--- src/rtl/cpx_seq_ctrl.sv ---
// Instruction sequencer for the complex add/mul datapath: fetch, two operand reads,
// ALU start/done handshake with timeout, and write-back of the result to data memory.
module cpx_seq_ctrl #(
  parameter int AW      = 5,
  parameter int DW      = 16,
  parameter int TIMEOUT = 64
) (
  input  logic          clk,
  input  logic          rst,
  input  logic          start,
  input  logic [AW:0]   instr_count,
  output logic          busy,
  output logic          done,
  output logic          err,
  output logic [AW-1:0] pc,
  input  logic          im_op,
  input  logic [AW-1:0] im_dst,
  input  logic [AW-1:0] im_src1,
  input  logic [AW-1:0] im_src0,
  output logic [AW-1:0] dm_addr,
  input  logic [DW-1:0] dm_rdata,
  output logic          dm_we,
  output logic [DW-1:0] dm_wdata,
  output logic          alu_start,
  output logic          alu_op,
  output logic [DW-1:0] alu_a,
  output logic [DW-1:0] alu_b,
  input  logic          alu_done,
  input  logic [DW-1:0] alu_result
);

  localparam int TCW = $clog2(TIMEOUT + 1);

  typedef enum logic [2:0] {
    S_IDLE, S_FETCH, S_RD0, S_RD1, S_EXEC, S_WAIT, S_WB, S_DONE
  } state_t;

  state_t          state;
  logic [AW:0]     cnt;
  logic [AW-1:0]   dst;
  logic [AW-1:0]   src1;
  logic [TCW-1:0]  tcnt;

  // Strobes, busy and dm_addr are registered on the transition into the state
  // that owns them, so every control output comes straight from a flop.
  always_ff @(posedge clk) begin
    if (rst) begin
      state     <= S_IDLE;
      pc        <= '0;
      busy      <= 1'b0;
      done      <= 1'b0;
      err       <= 1'b0;
      dm_we     <= 1'b0;
      dm_addr   <= '0;
      dm_wdata  <= '0;
      alu_start <= 1'b0;
      alu_op    <= 1'b0;
      alu_a     <= '0;
      alu_b     <= '0;
      cnt       <= '0;
      dst       <= '0;
      src1      <= '0;
      tcnt      <= '0;
    end else begin
      done      <= 1'b0;
      dm_we     <= 1'b0;
      alu_start <= 1'b0;
      case (state)
        S_IDLE: begin
          if (start) begin
            cnt  <= instr_count;
            pc   <= '0;
            err  <= 1'b0;
            busy <= 1'b1;
            if (instr_count == '0) begin
              done  <= 1'b1;
              state <= S_DONE;
            end else begin
              state <= S_FETCH;
            end
          end
        end
        S_FETCH: begin
          alu_op  <= im_op;
          dst     <= im_dst;
          src1    <= im_src1;
          dm_addr <= im_src0;
          state   <= S_RD0;
        end
        S_RD0: begin
          alu_a   <= dm_rdata;
          dm_addr <= src1;
          state   <= S_RD1;
        end
        S_RD1: begin
          alu_b     <= dm_rdata;
          alu_start <= 1'b1;
          state     <= S_EXEC;
        end
        S_EXEC: begin
          tcnt  <= '0;
          state <= S_WAIT;
        end
        S_WAIT: begin
          // a done arriving on the last allowed cycle still wins over the abort
          if (alu_done) begin
            dm_wdata <= alu_result;
            dm_addr  <= dst;
            dm_we    <= 1'b1;
            state    <= S_WB;
          end else if (tcnt == TCW'(TIMEOUT - 1)) begin
            err   <= 1'b1;
            done  <= 1'b1;
            state <= S_DONE;
          end else begin
            tcnt <= tcnt + 1'b1;
          end
        end
        S_WB: begin
          if ({1'b0, pc} == cnt - 1'b1) begin
            done  <= 1'b1;
            state <= S_DONE;
          end else begin
            pc    <= pc + 1'b1;
            state <= S_FETCH;
          end
        end
        S_DONE: begin
          busy  <= 1'b0;
          state <= S_IDLE;
        end
        default: state <= S_IDLE;
      endcase
    end
  end

endmodule

--- config.mk ---
export PLATFORM = sky130hd
export DESIGN_NAME = cpx_seq_ctrl
export DESIGN_NICKNAME = d
export VERILOG_FILES = /design/src/rtl/cpx_seq_ctrl.sv
export SDC_FILE = /design/constraint.sdc
export NUM_CORES = 1
export LEC_CHECK = 0
export ABC_CLOCK_PERIOD_IN_PS = 2500
export BUFFER_PORTS_ARGS = -buffer_cell sky130_fd_sc_hd__buf_2
export CAP_MARGIN = 5
export CORE_AREA = 2 2 89 91
export CTS_CLUSTER_SIZE = 10
export DETAILED_ROUTE_END_ITERATION = 10
export DIE_AREA = 0 0 91 93
export PLACE_DENSITY_LB_ADDON = 0.08
export SYNTH_ARGS = -nofsm -noshare
export SYNTH_HDL_FRONTEND = slang
export SYNTH_SLANG_ARGS = --single-unit
--- constraint.sdc ---
create_clock -name clk -period 2.5 [get_ports clk]
set_input_delay 0 -clock clk [delete_from_list [all_inputs] [get_ports clk]]
set_output_delay 0 -clock clk [all_outputs]
set_load 0.01 [all_outputs]
## Word level (Yosys, flattened, before mapping)

Cells that the tools add are included.

| cells by class | value |
|---|---|
| equal/unequal tests | 16 |
| muxes and demuxes | 28 |
| reduce and logical (&&, ||, !) cells | 16 |
| add/sub/neg operators | 3 |
| bitwise gates (word level) | 1 |

Operators by type and width:

| cell | number |
|---|---|
| case mux 3 bit (8 select lines) | 1 |
| 2-to-1 mux 3 bit | 5 |
| 2-to-1 mux 5 bit | 3 |
| case mux 5 bit (3 select lines) | 1 |
| 2-to-1 mux 7 bit | 2 |
| case mux 7 bit (2 select lines) | 1 |
| == test 3 bit (second input constant) | 4 |
| != test 2 bit (second input constant) | 6 |
| 2-to-1 mux 1 bit | 11 |
| case mux 5 bit (2 select lines) | 1 |
| AND reduction 2 bit | 5 |
| nonzero test 2 bit | 4 |
| adder 7 x 1 -> 7 bit (second input constant) | 1 |
| == test 7 x 6 -> 1 bit (second input constant) | 1 |
| == test 3 x 2 -> 1 bit (second input constant) | 2 |
| == test 5 x 6 -> 1 bit | 1 |
| logical NOT 6 bit | 1 |
| AND reduction 3 bit | 2 |
| subtractor 6 x 1 -> 6 bit (second input constant) | 1 |
| adder 5 x 1 -> 5 bit (second input constant) | 1 |
| case mux 1 bit (2 select lines) | 2 |
| AND reduction 4 bit | 1 |
| == test 3 x 1 -> 1 bit (second input constant) | 1 |
| logical NOT 3 bit | 1 |
| other kinds (5) | 5 |

| word-level totals | value |
|---|---|
| logic and storage cells | 80 |
| bits in registers | 90 |
| output and inout port bits | 64 |

## Logic depth before layout (Yosys ltp)

Gate-level depths: netlist of run 1.

| depth | value |
|---|---|
| depth after elaboration | 4 |
| gate-level depth with buffers | 8 |

## Worst setup path before layout of run 1

No wires, ideal clock.

| timing path | value |
|---|---|
| path kind | reg2reg |
| start | reg cnt[0] |
| end | reg pc[2] |
| buffers on the path | 0 |
| clock period less this slack | 1.829 ns |
| arrival time | 1.758 ns |
| stages on the path, launching flop included | 9 |
| setup slack | 0.671 ns |
| data required time | 2.428 ns |
| cell sequence | dfxtp_1 > inv_1 > ha_1 > o21ba_1 > a221oi_1 > a41oi_2 > or2_1 > nand3_1 > mux2i_1 |

| between the ends | value |
|---|---|
| word-level cells in the longest chain between the ends | 4 |

Ends and longest elaborated chain:

| element | line | source |
|---|---|---|
| start, declared | 39 | `logic [AW:0] cnt;` |
| start signal, assigned | 71 | `cnt <= instr_count;` |
| subtractor 6 x 1 -> 6 bit | 120 | `if ({1'b0, pc} == cnt - 1'b1) begin` |
| == test 5 x 6 -> 1 bit | 120 |  |
| != test 2 bit (no source line) | -- |  |
| AND reduction 3 bit (no source line) | -- |  |
| end signal, assigned | 124 | `pc <= pc + 1'b1;` |
| end, declared | 15 | `output logic [AW-1:0] pc,` |

Every way passes these cells.
A chain may end at the register's enable or synchronous reset.

## Worst setup path after layout of run 1

Same ends and word-level chain as after synthesis.

==> metrics.yaml, run 1 <==
route:
  drc: 0
  wire_per_inst_um: 13.7
  drt_iter0_drc: 161
  finalWirelength_um: 9810
  drt_first_pass_iters: 4
  antenna_left: 0
  vias_per_cell: 5.02
  num_vias: 3594
timing:
  maxSlewHeadroom_pct: 54.9
  drv_slew: 0
  skew_ps: 10.6
  max_freq_ghz: 0.494
  min_period_ps: 2020
  rsz0062_at_grt: "false"
  finalSetupViolCount: 0
  worst_pin_slew_ps: 677
  hold_violations: 0
  finalSetupTns_ps: 0
  finalCritPeriodShare_pct: 80.9
die:
  core_um2: 7530
  dieHeight_um: 93
  start_util_pct: 48.3
  die_area_um2: 8460
  rows: 32
  ioPinCount: 122
  chipWidth_um: 91
placed_design:
  post-dp-hpwl_um: 6310
  gp_congestion: 0.857
  numPortBuffers: 121
  placed_area_um2: 4310
cells_and_area:
  drive_gt1_share_pct: 24.4
  nFillCells: 666
  multi_input_area_um2: 1690
  regArea_um2: 1800
  fin_area_um2: 5010
  antenna_cells: 0
  areaGrowthSynthToFinish_pct: 37.9
  final_nets: 671
logic_synthesis:
  synth_seq_cells: 90
  synth_top_area_share_pct: 49.6
  synth_edf_count: 0
  synth_area_um2: 3630
  ys_seq_area_share_pct: 49.6
  synth_cell_types: 42
  ys.flop_type: "dfxtp_1"
  synth_fp_nets: 510
  synth_common_cells: "nand2_1 (124), dfxtp_1 (90), a21oi_1 (75)"
  synthArstFlopShare_pct: 0
  syn_avg_cell_area_um2: 8.09
  synth_most_common_cell: "nand2_1"
  synthCells: 449
  synth.top_cells.by_area: "dfxtp_1 (50%), nand2_1 (13%), a21oi_1 (10%)"
  ys_warn_count: 0
  synth_top_area_cell: "dfxtp_1"
worst_setup_path:
  r2r_setup_slack_ps: 480
  arrival_ps: 2300
  critPathRequiredTime_ps: 2780
  worst_path_largest_cell_delay_ps: 430
  cp-start-kind: "flip-flop"
  critical_path_buf_inv_count: 1
  slowest_stage: "dfxtp_1"
  worstPathCellList: "inv_1 > ha_1 > xnor2_1 > nor3_1 > o2111ai_2 > or2_1 > nand3_1 > mux2i_1"
  cp_top_family: "simple AND/OR/NAND/NOR gates"
  worstSetupEndpointType: "flip-flop"
  critPathKind: "reg -> reg"
  crit_fanout: 5
clock_network:
  tritoncts: "done"
  numCtsBuffers: 9
  cts_num_sinks: 90
  clk_latency_ps: 350
  clkTransAtPathRegs_ps: 90
  cts_htree_levels: 3
  clk_path_buf_depth: 2
  cts_root_buffer: "clkbuf_8"
global_route:
  antenna_found_initial: 0
  grt_max_degree: 52
  grt_pass1_vias: 3531
  grt_use_total_pct: 23.7
  grt_pass1_wl_um: 16300
  overflow: 0
power:
  leakagePower_uw: 0.00216
  peakVddDrop_mv: 0.428
  p_per_area_nw_per_um2: 649
outcome:
  status: "completed"
worst_hold_path:
  min_path_type: "in -> reg"
flow_run:
  cap_viol_max_count: 0
through the flow:
| stage | hold WS, ps | utilization, % | instances | worst slack, ps | total power [uW] |
|---|---|---|---|---|---|
| 6_report | 33.8 | 66.6 | 716 | 477 | 3250 |
| 5_1_grt | 30.2 | 66.6 | 716 | 323 | 3420 |
| 4_1_cts | 21.4 | 66.6 | 716 | 486 | 3270 |
| 3_5_place_dp | 244 | 57.2 | 652 | 505 | 2140 |
| 3_3_place_gp | 233 | 57.2 | 652 | 594 | 2130 |
| 2_1_floorplan | 136 | - | 449 | 671 | 1950 |
report_power, final:
| group | internal [uW] | leakage (uW) | switching (uW) |
|---|---|---|---|
| clock network | 583 | 0.000112 | 495 |
| logic | 265 | 0.00131 | 326 |
| registers | 1520 | 0.000730 | 66.3 |
area by class of cell:
type / count / area share, %
clock buffers: 10 / 2.75
clock inverters: 5 / 1.57
inverters: 5 / 0.374
multi-input cells: 328 / 33.8
flip-flops and latches: 90 / 35.9
well taps: 102 / 2.55
repair buffers: 176 / 23.0
flip-flops by register name, indices dropped and copies added (netlist names):
register / count
dst: 5
src1: 5
alu_start: 1
done: 1
cnt: 6
busy: 1
alu_a: 16
dm_addr: 5
alu_b: 16
err: 1
dm_wdata: 16
pc: 5
tcnt: 7
alu_op: 1
dm_we: 1
state: 3
worst reg2reg max path, stage by stage (launching register included):
cell	delay [ps]
dfxtp_1	430
inv_1	70
ha_1	300
xnor2_1	130
nor3_1	220
o2111ai_2	210
or2_1	310
nand3_1	120
mux2i_1	170
repair_timing:
action,in CTS,in global routing
hold buffers,49,0
endpoints found under the setup margin,0,0
buffers inserted,0,0
resized for setup,0,0
hold endpoints to repair,66,0
cell families after synthesis:
group / after synthesis / share of synthesized area [%]
buffers and inverters: 31 / 3.79
and+or+nand+nor: 202 / 23.8
xor gates and xnor gates: 10 / 2.41
DFF: 90 / 49.6
muxes: 13 / 3.62
adders and majority gates: 3 / 1.03
AOI/OAI and AO/OA: 100 / 15.7
final timing paths:
path                            startpoint    endpoint  depth (start not counted)
worst max-delay path                cnt[0]       pc[2]                          8
worst min-delay path            im_src0[0]  dm_addr[0]                          5
worst max register to register      cnt[0]       pc[2]                          8
worst min register to register    alu_b[2]    alu_b[2]                          2
cell usage in the layout, fill, tap and decap left out, types with 3 or more instances in the layout:
master / netlist / final
or3_1: 4 / 4
nand2b_1: 5 / 5
xor2_1: 7 / 7
a21oi_1: 75 / 75
clkbuf_8: 0 / 10
nor3_1: 5 / 5
dfxtp_1: 90 / 90
mux2i_1: 12 / 12
buf_2: 11 / 121
o21ai_0: 6 / 6
nor2_1: 37 / 37
nor2b_1: 4 / 4
nand3_1: 7 / 7
ha_1: 3 / 3
inv_1: 5 / 5
buf_4: 0 / 5
nand4_1: 4 / 4
xnor2_1: 3 / 3
dlygate4sd3_1: 0 / 49
a22oi_1: 5 / 5
nand2_1: 124 / 124
routing by layer:
layer	vias to the layer above	GRT usage, %	share of wire, %
met2	103	42.8	52
met1	1659	27.0	41
met4	0	7.07	1.5
met5	-	0	0
met3	12	7.17	5.9
li1	1820	-	-
(Power assumes the default switching activity.)
==> inputs of run 2 (changes only) <==
--- a/config.mk
+++ b/config.mk
@@ -5,7 +5,7 @@
 export SDC_FILE = /design/constraint.sdc
 export NUM_CORES = 1
 export LEC_CHECK = 0
-export ABC_CLOCK_PERIOD_IN_PS = 2500
+export ABC_CLOCK_PERIOD_IN_PS = 1900
 export BUFFER_PORTS_ARGS = -buffer_cell sky130_fd_sc_hd__buf_2
 export CAP_MARGIN = 5
 export CORE_AREA = 2 2 89 91
==> constraint.sdc (replaced) <==
create_clock -name clk -period 1.9 [get_ports clk]
set_input_delay 0 -clock clk [delete_from_list [all_inputs] [get_ports clk]]
set_output_delay 0 -clock clk [all_outputs]
set_load 0.01 [all_outputs]
==> run 2 against run 1 <==
  * Clock power rose by 7%
  * Clock-buffer cell count unchanged
  * Die area did not move
  * Clock skew fell by 2.7 ps
  * Register-to-register slack got worse by 400 ps
  * Sequential cell count unchanged
  * Non-clock buffer count rose by 14
  * Combinational power rose by 45%
  * Fmax is 11% higher
  * Routed wire length is 2.6% higher
  * Cell count rose by 2.1%
  * Worst hold slack worse by 2.5 ps
  * Largest power group unchanged
  * Highest routed layer unchanged
==> metrics.yaml, run 2 (synthesized netlist as in run 1, its figures left out) <==
clock_network:
  clk_path_buf_depth: 2  # unchanged
  cts_root_buffer: "clkbuf_8"
  numCtsBuffers: 9  # unchanged
  clk_latency_ps: 350  # about the same
  cts_num_sinks: 90  # unchanged
  cts_htree_levels: 3  # unchanged
  tritoncts: "done"
  clkTransAtPathRegs_ps: 90  # about the same
outcome:
  status: "completed"
timing:
  drv_slew: 0  # unchanged
  worst_pin_slew_ps: 442  # -234 ps
  max_freq_ghz: 0.548  # +11%
  hold_violations: 0  # unchanged
  skew_ps: 7.99  # -2.66 ps
  finalCritPeriodShare_pct: 96.1  # +15 points
  fin_ws_ps: 74.3  # -403 ps
  finalSetupViolCount: 0  # unchanged
  min_period_ps: 1830  # -197 ps
  maxSlewHeadroom_pct: 70.5  # +16 points
cells_and_area:
  final_cell_mix: "nand2_1 (123), buf_2 (121), dfxtp_1 (87)"
  final_nets: 685  # +2.1%
  final_common_cell: "nand2_1"
  areaGrowthSynthToFinish_pct: 40.1
  nFillCells: 697  # +4.7%
  fin_area_um2: 5090  # +1.5%
  regArea_um2: 1810  # +0.21%
  multi_input_area_um2: 1720  # +1.8%
  reg_top3: "alu_a (16), alu_b (16), dm_wdata (16)"
  antenna_cells: 0  # unchanged
  drive_gt1_share_pct: 27.7  # +3.2 points
route:
  finalWirelength_um: 10100  # +2.6%
  drc: 0  # unchanged
  wire_per_inst_um: 13.8  # +0.48%
  vias_per_cell: 5.00  # -0.34%
  antenna_left: 0  # unchanged
  drt_first_pass_iters: 4  # unchanged
  num_vias: 3657  # +1.8%
  drt_iter0_drc: 128  # -20%
power:
  leakagePower_uw: 0.00221  # +2.3%
  p_per_area_nw_per_um2: 802  # +24%
  peakVddDrop_mv: 0.448  # +4.8%
placed_design:
  post-dp-hpwl_um: 6530  # +3.6%
  placed_area_um2: 4390  # +2.0%
  numPortBuffers: 121  # unchanged
  dp_slack_ps: 36.7  # -469 ps
  gp_congestion: 0.853  # -0.48%
global_route:
  antenna_found_initial: 0  # unchanged
  grt_max_degree: 31  # -40%
  grt_use_total_pct: 23.6  # -0.15 points
  grt_pass1_vias: 3682  # +4.3%
  grt_pass1_wl_um: 16200  # -0.17%
  overflow: 0  # unchanged
die:
  core_um2: 7530  # unchanged
  rows: 32  # unchanged
  chipWidth_um: 91  # unchanged
  dieHeight_um: 93  # unchanged
  die_area_um2: 8460  # unchanged
  ioPinCount: 122  # unchanged
  start_util_pct: 48.3  # unchanged
worst_setup_path:
  crit_fanout: 4  # -1
  arrival_ps: 2100  # -200 ps
  worstSetupEndpointType: "flip-flop"
  critPathRequiredTime_ps: 2170  # -610 ps
  cp-start-kind: "flip-flop"
  critPathKind: "reg -> reg"
worst_hold_path:
  min_path_type: "in -> reg"
flow_run:
  cap_viol_max_count: 0  # unchanged
==> run 2: cell types whose count changed in the layout (fill, tap and decap cells not counted), moves of 2 or more <==
cell       before  now
buf_4           5   20
bufinv_16       2    0
dfxtp_1        90   87
dfxtp_2         0    3
inv_6           0    2
o21ai_0         6    4
o21ai_1         1    3
==> run 2: path summary, 6_finish.rpt <==
path / start / endpoint / slack, ps / cells after the start
worst min register to register: alu_b[6] / alu_b[6] / 450 / 2
worst min-delay path: im_src0[1] / dm_addr[1] / 30 / 5
worst max register to register: cnt[0] / pc[2] / 70 / 8
worst max-delay path: cnt[0] / pc[2] / 70 / 8
==> run 2: repair_timing <==
item,CTS,global route
buffers inserted,0,1
hold buffers,49,0
endpoints found under the hold margin,65,0
setup endpoints to repair,0,27
resized for setup,0,12
==> run 2: layer usage <==
layer  track usage, %  share of wire (%)  up-vias
met2             41.7                 50       94
met4             9.60                2.5        0
met5                0                  0        -
met1             26.5                 42     1692
met3             7.09                5.3       21
li1                 -                  -     1850
==> run 2: critical path, cell delays in order, from the launching register on <==
cell and delay, ps:
dfxtp_2 330, inv_1 40, ha_2 220, o21ba_1 200, a221oi_2 280, a41oi_2 80, or2_1 300, nand3_1 120
mux2i_1 180
==> run 2: final cells by class <==
| cell class | instances | share of cell area (%) |
|---|---|---|
| Sequential cell | 90 | 35.5 |
| Multi-Input combinational cell | 328 | 33.9 |
| Timing Repair Buffer | 190 | 24.5 |
| Clock buffer | 10 | 2.51 |
| Tap cell | 102 | 2.51 |
| Clock inverter | 6 | 0.787 |
| Inverter | 5 | 0.369 |
==> run 2: metrics by stage <==
| step | power [uW] | setup TNS [ps] | hold slack [ps] | utilization [%] | instances |
|---|---|---|---|---|---|
| after global routing | 4310 | -18.2 | 33.8 | 67.6 | 731 |
| final | 4080 | 0 | 31.3 | 67.6 | 731 |
| after global placement | 2840 | 0 | 235 | 58.3 | 665 |
| after floorplan | 2570 | 0 | 136 | - | 449 |
| after CTS | 4090 | 0 | 18.6 | 67.1 | 730 |
| after detailed placement | 2860 | 0 | 246 | 58.3 | 665 |
==> run 2: report_power, final <==
part	switching, uW	internal, uW	leakage, uW
logic	466	388	0.00139
registers	78.1	2000	0.000731
clock network	678	479	0.0000868
